$ cat config.mk
export PLATFORM = sky130hd
export DESIGN_NAME = instr_mem_loader
export DESIGN_NICKNAME = d
export VERILOG_FILES = /design/src/rtl/instr_mem_loader.sv
export SDC_FILE = /design/constraint.sdc
export NUM_CORES = 1
export LEC_CHECK = 0
export ABC_CLOCK_PERIOD_IN_PS = 3400
export CAP_MARGIN = 20
export CORE_UTILIZATION = 41
export DETAILED_ROUTE_END_ITERATION = 10
export GPL_ROUTABILITY_DRIVEN = 0
export HOLD_SLACK_MARGIN = 0.1
export PLACE_DENSITY = 0.66
export SETUP_SLACK_MARGIN = 0.02
export SLEW_MARGIN = 20
export SYNTH_ARGS = -nofsm -noshare
export SYNTH_HDL_FRONTEND = slang
export SYNTH_SLANG_ARGS = --single-unit
export TNS_END_PERCENT = 1
$ cat constraint.sdc
create_clock -name Clk -period 3.4 [get_ports Clk]
set_input_delay 0.51 -clock Clk [delete_from_list [all_inputs] [get_ports Clk]]
set_output_delay 0.51 -clock Clk [all_outputs]
set_load 0.01 [all_outputs]
$ cat src/rtl/instr_mem_loader.sv
// Purpose: packs a byte stream little-endian into 32-bit words and writes them to instruction memory from word 0, holding fetch in reset meanwhile.
// Latency: Mem_WrEn rises the cycle after the 4th byte of a word is accepted; peak rate is 1 word per 5 cycles.
// Backpressure: Byte_Ready is high only in RECV (and CHECK); Byte_Valid low simply holds state. Optional checksum via LOADER_CHECKSUM_EN.
module instr_mem_loader #(
    parameter int ADDR_W = 10
) (
    input  logic              Clk,
    input  logic              Reset,
    input  logic              Start,
    input  logic [ADDR_W:0]   Word_Count,
    input  logic [7:0]        Byte_In,
    input  logic              Byte_Valid,
    output logic              Byte_Ready,
    output logic              Mem_WrEn,
    output logic [ADDR_W-1:0] Mem_Addr,
    output logic [31:0]       Mem_Data,
    output logic              Fetch_Reset,
    output logic              Busy,
    output logic              Done,
    output logic              Err
);

    typedef enum logic [2:0] {
        S_IDLE  = 3'd0,
        S_RECV  = 3'd1,
        S_WRITE = 3'd2,
`ifdef LOADER_CHECKSUM_EN
        S_CHECK = 3'd3,
`endif
        S_DONE  = 3'd4
    } state_t;

    // Count is clamped to the memory size, so the address can never wrap.
    localparam logic [ADDR_W:0]   MAX_WORDS = {1'b1, {ADDR_W{1'b0}}};
    localparam logic [ADDR_W:0]   ONE_WORD  = 1;
    localparam logic [ADDR_W-1:0] ADDR_ONE  = 1;

    state_t            state_q, state_d;
    logic [1:0]        byte_cnt_q, byte_cnt_d;
    logic [ADDR_W:0]   words_q, words_d;
    logic [ADDR_W-1:0] addr_q, addr_d;
    logic [31:0]       data_q, data_d;
    logic              ready_d, wren_d, frst_d, done_d;
    logic              xfer;
`ifdef LOADER_CHECKSUM_EN
    logic [7:0]        sum_q, sum_d;
    logic              err_q, err_d;
`endif

    assign xfer = Byte_Valid && Byte_Ready;

    // Next-state, datapath and next registered-output decode.
    always_comb begin
        state_d    = state_q;
        byte_cnt_d = byte_cnt_q;
        words_d    = words_q;
        addr_d     = addr_q;
        data_d     = data_q;
`ifdef LOADER_CHECKSUM_EN
        sum_d      = sum_q;
        err_d      = err_q;
`endif
        case (state_q)
            S_IDLE, S_DONE: begin
                if (Start) begin
`ifdef LOADER_CHECKSUM_EN
                    err_d = 1'b0;
                    sum_d = 8'd0;
`endif
                    if (Word_Count == '0) begin
                        state_d = S_DONE;
                    end else begin
                        words_d    = (Word_Count > MAX_WORDS) ? MAX_WORDS : Word_Count;
                        addr_d     = '0;
                        byte_cnt_d = 2'd0;
                        state_d    = S_RECV;
                    end
                end
            end
            S_RECV: begin
                if (xfer) begin
                    case (byte_cnt_q)
                        2'd0:    data_d[7:0]   = Byte_In;
                        2'd1:    data_d[15:8]  = Byte_In;
                        2'd2:    data_d[23:16] = Byte_In;
                        default: data_d[31:24] = Byte_In;
                    endcase
`ifdef LOADER_CHECKSUM_EN
                    sum_d = sum_q + Byte_In;
`endif
                    byte_cnt_d = byte_cnt_q + 2'd1;
                    if (byte_cnt_q == 2'd3) begin
                        state_d = S_WRITE;
                    end
                end
            end
            S_WRITE: begin
                words_d = words_q - ONE_WORD;
                if (words_q != ONE_WORD) begin
                    addr_d  = addr_q + ADDR_ONE;
                    state_d = S_RECV;
                end else begin
`ifdef LOADER_CHECKSUM_EN
                    state_d = S_CHECK;
`else
                    state_d = S_DONE;
`endif
                end
            end
`ifdef LOADER_CHECKSUM_EN
            S_CHECK: begin
                if (xfer) begin
                    err_d   = ((sum_q + Byte_In) != 8'd0);
                    state_d = S_DONE;
                end
            end
`endif
            default: state_d = S_IDLE;
        endcase

        // Outputs are registered copies of the decode of the next state.
`ifdef LOADER_CHECKSUM_EN
        ready_d = (state_d == S_RECV) || (state_d == S_CHECK);
        frst_d  = (state_d == S_RECV) || (state_d == S_WRITE) || (state_d == S_CHECK);
`else
        ready_d = (state_d == S_RECV);
        frst_d  = (state_d == S_RECV) || (state_d == S_WRITE);
`endif
        wren_d = (state_d == S_WRITE);
        done_d = (state_d == S_DONE);
    end

    // State, datapath and output registers; fetch is held in reset while Reset is high.
    always_ff @(posedge Clk or posedge Reset) begin
        if (Reset) begin
            state_q     <= S_IDLE;
            byte_cnt_q  <= 2'd0;
            words_q     <= '0;
            addr_q      <= '0;
            data_q      <= 32'd0;
            Byte_Ready  <= 1'b0;
            Mem_WrEn    <= 1'b0;
            Fetch_Reset <= 1'b1;
            Busy        <= 1'b0;
            Done        <= 1'b0;
        end else begin
            state_q     <= state_d;
            byte_cnt_q  <= byte_cnt_d;
            words_q     <= words_d;
            addr_q      <= addr_d;
            data_q      <= data_d;
            Byte_Ready  <= ready_d;
            Mem_WrEn    <= wren_d;
            Fetch_Reset <= frst_d;
            Busy        <= frst_d;
            Done        <= done_d;
        end
    end

`ifdef LOADER_CHECKSUM_EN
    // Running byte sum and the checksum verdict of the last load.
    always_ff @(posedge Clk or posedge Reset) begin
        if (Reset) begin
            sum_q <= 8'd0;
            err_q <= 1'b0;
        end else begin
            sum_q <= sum_d;
            err_q <= err_d;
        end
    end
    assign Err = err_q;
`else
    assign Err = 1'b0;
`endif

    assign Mem_Addr = addr_q;
    assign Mem_Data = data_q;

endmodule

==> Word level (Yosys, flattened, before mapping) <==
Index checks and enable logic that the tools add are counted.
{ "totals": {"regBits": 63, "latchBits": 0, "ramBits": 0, "romBits": 0, "output_inout_bits": 48, "word_cells": 66, "memories": 0} }
{ "classes": {"add_sub_neg": 3, "multipliers": 0, "div_mod_pow": 0, "n_lt_le_gt_ge": 1, "eq_ne": 14, "shift": 0, "n_mux": 18, "bitwise": 1, "n_reduce_logical": 16} }
{ "ops": {"columns": ["cell", "count"], "rows": [
  ["$mux W11", 3],
  ["$mux W10", 3],
  ["$pmux W11 S2", 1],
  ["$pmux W10 S2", 1],
  ["$mux W3", 5],
  ["$reduce_and A3 Y1", 5],
  ["$gt A11 B11 Y1 const B", 1],
  ["$logic_not A11 Y1", 1],
  ["$ne A11 B1 Y1 const B", 1],
  ["$sub A11 B1 Y11 const B", 1],
  ["$add A10 B1 Y10 const B", 1],
  ["$pmux W3 S3", 1],
  ["$ne A2 B2 Y1 const B", 4],
  ["$reduce_and A4 Y1", 2],
  ["$eq A3 B1 Y1 const B", 2],
  ["$eq A3 B2 Y1 const B", 2],
  ["$eq A3 B3 Y1 const B", 2],
  ["$mux W2", 3],
  ["$eq A2 B2 Y1 const B", 2],
  ["$pmux W2 S2", 1],
  ["$reduce_bool A2 Y1", 2],
  ["$logic_not A3 Y1", 1],
  ["$reduce_or A3 Y1", 1],
  ["$add A2 B1 Y2 const B", 1],
  ["6 further kinds", 6]
]} }

==> Depth between registers and ports, before layout <==
{ "depth": {"depth_word": 6, "ltp_mapped": 7, "depth_no_buf": 6} }

==> Least setup slack after synthesis <==
Ideal clock, no wire load.
{ "synth_path": {"path_type": "reg-to-reg", "startpoint": "register words_q[4]", "endpoint": "register Done", "arrival_time_ns": 1.895, "slack_ns": 1.423, "stages_incl_launch_ff": 5, "path_buffers": 0, "period_less_slack_ns": 1.977, "path_cell_list": "dfrtp_1 or4_4 or3_1 or3b_1 a31oi_1"} }
{ "synth_between": {"elab_chain_len": 4} }
{ "synth_lines": {"columns": ["item", "line_no", "rtl"], "rows": [
  ["start: declaration", "40", "logic [ADDR_W:0] words_q, words_d;"],
  ["start signal: assignment", "149", "words_q <= words_d;"],
  ["$ne A11 B1 Y1", "99", "if (words_q != ONE_WORD) begin"],
  ["$mux W3", "99", null],
  ["$pmux W3 S3", "63", "case (state_q)"],
  ["$eq A3 B3 Y1", "130", "done_d = (state_d == S_DONE);"],
  ["named net done_d", "43", "logic ready_d, wren_d, frst_d, done_d;"],
  ["end signal: assignment", "156", "Done <= done_d;"],
  ["end: declaration", "19", "output logic Done,"]
]} }
The timed path passes the listed nets, and every way through them passes these cells.
A chain may end at the register's enable or synchronous reset.

==> Final worst setup path <==
{ "layout_path": {"startpoint": "register words_q[4]", "endpoint": "register addr_q[4], in the netlist Mem_Addr[4]"} }
{ "layout_between": {"elab_chain_len": 3} }
{ "layout_lines": {"columns": ["item", "line_no", "rtl"], "rows": [
  ["$ne A11 B1 Y1", "99", null],
  ["$ne A2 B2 Y1 (no source line)", null, null],
  ["$reduce_and A4 Y1 (no source line)", null, null],
  ["end signal: assignment", "150", "addr_q <= addr_d;"],
  ["end: declaration", "41", "logic [ADDR_W-1:0] addr_q, addr_d;"]
]} }
Every way passes these cells.

==> results.md <==
- Status: finished, final reports clean
- Routed wire length: approximately 6500 um
- CTS root buffer: clkbuf_8
- Tcrit/Tclk final: 0.706
- PwrDens: 835 mW/mm2
- Sequential area share after synthesis: 0.537
- Combinational power share: 0.386
- Internal power: about 2300 uW
- Most common cell after layout, fill and taps aside: clkdlybuf4s50_1
- # IOs: slightly above 70
- Vias in the first global route: 2,232
- Count of cell types in the netlist: 57
- Cell area after synthesis: around 0.0029 mm2
- Req. time, crit path: approximately 3700 ps
- H-tree depth: 3
- First-pass GRT wire length: around 11,000 um
- RSZ-0062 raised after global routing: no
- Syn Inst Count: between 200 and 250
- Total Die Area: approximately 0.0075 mm2
- Drc violations: 0
- First-pass DRT Iterations: 4
- Post-DP HPWL: 4580 um
- Async set or reset register ratio after synthesis: 1.00
- Register area: between 0.0015 and 0.002 mm2
- Pin count of the biggest net entering global routing: 64
- Area grow syn2layout: 34.8%
- Layout Nets: 353
- Largest area contributor in the netlist: dfrtp_1
- CTS Hold Bufs: 0
- Ant diodes: 0
- Crit end category: register
- Place WS: about 740 ps
- Clk pin slew, worst setup/hold paths: 70 ps
- Sequential share of power: 0.387
- Initial antenna violation count: 0
- Yosys top cell area share: 0.528
- Synthesized flop and latch total: between 60 and 70
- Most frequent cells in the layout: clkdlybuf4s50_1 (69), dfrtp_1 (62), mux2_2 (32)
- Critical path startpoint category: register
- Clock share of power: 0.227
- TritonCTS clock tree: built
- Share of layout cells above drive strength 1: 0.190
- TNS Setup: 0 ps
- Synthesized Nets: 280
- Ranking of synthesized cells by area: dfrtp_1 (53%), mux2_2 (12%), ha_1 (3.4%), o21ai_0 (2.0%), a21oi_1 (1.5%)
- Clock Latency Late Sink: between 300 and 400 ps
- GRT Total Usage: 0.194
- CTS Buf Count: 9
- Reg2Reg Setup Slack: 1000 ps
- Post-CTS Setup Bufs: 0
- PortBufs: slightly below 70
- Core ar.: just under 0.007 mm2
- Crit path arrival time: around 2700 ps
- Mapped Avg Cell Area: around 12 um2
- Setup Crit Path Kind: register to register
- FMAX: ~420 MHz
- Post-cts repair resize count: 0
- Die W: between 80 and 90 um
- Clock skew: ~8.0 ps
- # rows: 30
- Pins Over Slew Limit: 0
- WL/cell: ~15 um
- Post-synth EDFFs: 0
- Tmin final: approximately 2400 ps
- Max rail drop VDD: roughly 0.32 mV
- Switching share of total power: 0.310
- NetSw: 1020 uW
- Clock Path Buffers: 2
- Clock sinks: 63
- Slowest CP cell: o31ai_2
- Ys Warns: 0
- Fillers: about 600
- Worst rel slew slack: 0.345
- Final worst slack: about 1000 ps
- Pleak: 0.00165 uW
- Largest stage delay, worst path: approximately 860 ps
- Max cap viols: 0
- Initial Util: 0.428
- Multi-input gate area: around 0.0013 mm2
- Die Ht: just under 90 um
- Least-Margin Pin Slew: ~980 ps
- Count of final hold-check violations: 0
- Type of the worst min-delay path: register to register
- Initial DRC count: 90
- DRT antenna net count: 0
- Drt via density: ~5.4
- Vias: ~2.3k
- Setup Viol. Count Final: 0
- Top_reg_cell synth: dfrtp_1
- Worst-path maximum fanout: 16
- Worst path cell trace: or4_4 > o31ai_2 > o21ai_0 > a21oi_1
- Grt ovf: 0
==> through the flow <==
step	utilization	power, uW	hold WS, ps	instances	area (um2)
3_3_place_gp	0.543	2550	490	407	3730
4_1_cts	0.577	3340	510	422	3960
3_5_place_dp	0.543	2580	494	407	3730
2_1_floorplan	-	1930	460	249	2940
5_1_grt	0.577	3520	524	422	3960
6_report	0.577	3310	504	422	3960
==> registers in the layout, summed over array words and instances, names as in the netlist <==
name and count:
Busy 1, Mem_WrEn 1, Mem_Addr 10, Fetch_Reset 1, words_q 11, byte_cnt_q 2, Byte_Ready 1, Done 1
state_q 3, Mem_Data 32
==> final timing paths <==
path	start	to	cells after the start
max	words_q[4]	Mem_Addr[4]	4
min	Mem_Data[18]	Mem_Data[18]	1
max reg2reg	words_q[4]	Mem_Addr[4]	4
min reg2reg	Mem_Data[18]	Mem_Data[18]	1
max in group asynchronous	Reset	state_q[0]	3
min in group asynchronous	Reset	Mem_Data[18]	3
==> cells by family after synthesis <==
| logic type | after synthesis | synth area share |
|---|---|---|
| AND/OR/NAND/NOR | 69 | 0.141 |
| flip-flops | 63 | 0.537 |
| AO/OA/AOI/OAI | 54 | 0.132 |
| multiplexers | 32 | 0.123 |
| buffers and inverters | 21 | 0.0290 |
| adder cells (fa/ha/maj) | 8 | 0.0341 |
| other | 1 | 0.00128 |
| XOR/XNOR | 1 | 0.00298 |
==> Yosys cell counts, types with 3 or more instances <==
library cell  instances
nor2_1                9
nand2_1               9
a31oi_1               3
dfrtp_1              62
or4_1                 4
nand3_1               6
o221a_2               3
and2_1                7
mux2_2               32
or3_1                 5
nand2b_1              3
ha_1                  8
a21oi_1               9
o31ai_1               5
inv_1                10
nor4_1                3
clkbuf_1              7
nor3_1                4
o21ai_0              12
==> area by class of cell <==
class                   count  area share
flip-flops and latches     63       0.398
repair buffers             73       0.182
inverters                  10     0.00948
clock buffers              12      0.0417
clock inverters             3      0.0164
multi-input cells         165       0.322
well taps                  96      0.0303
==> critical path, delay by kind of cell, from the launching register on <==
kind | cells | cell delay (ps)
AOI/OAI and AO/OA | 3 | 1250
DFF | 1 | 460
and+or+nand+nor | 1 | 610
==> power groups by stage <==
stage / logic (uW) / registers (uW) / clock network [uW]
detailed placement: 1290 / 1290 / 0
global route: 1390 / 1330 / 801
finish: 1280 / 1280 / 751
global placement: 1270 / 1280 / 0
floorplan: 574 / 1360 / 0
CTS: 1290 / 1280 / 768
==> metal layers <==
layer	GRT usage	vias to the layer above	wire length [um]
li1	-	1078	-
met2	0.307	84	3070
met3	0.0505	8	412
met4	0.0773	0	89
met1	0.253	1091	2910
met5	0	-	0
Power figures use the tool's default switching activity.
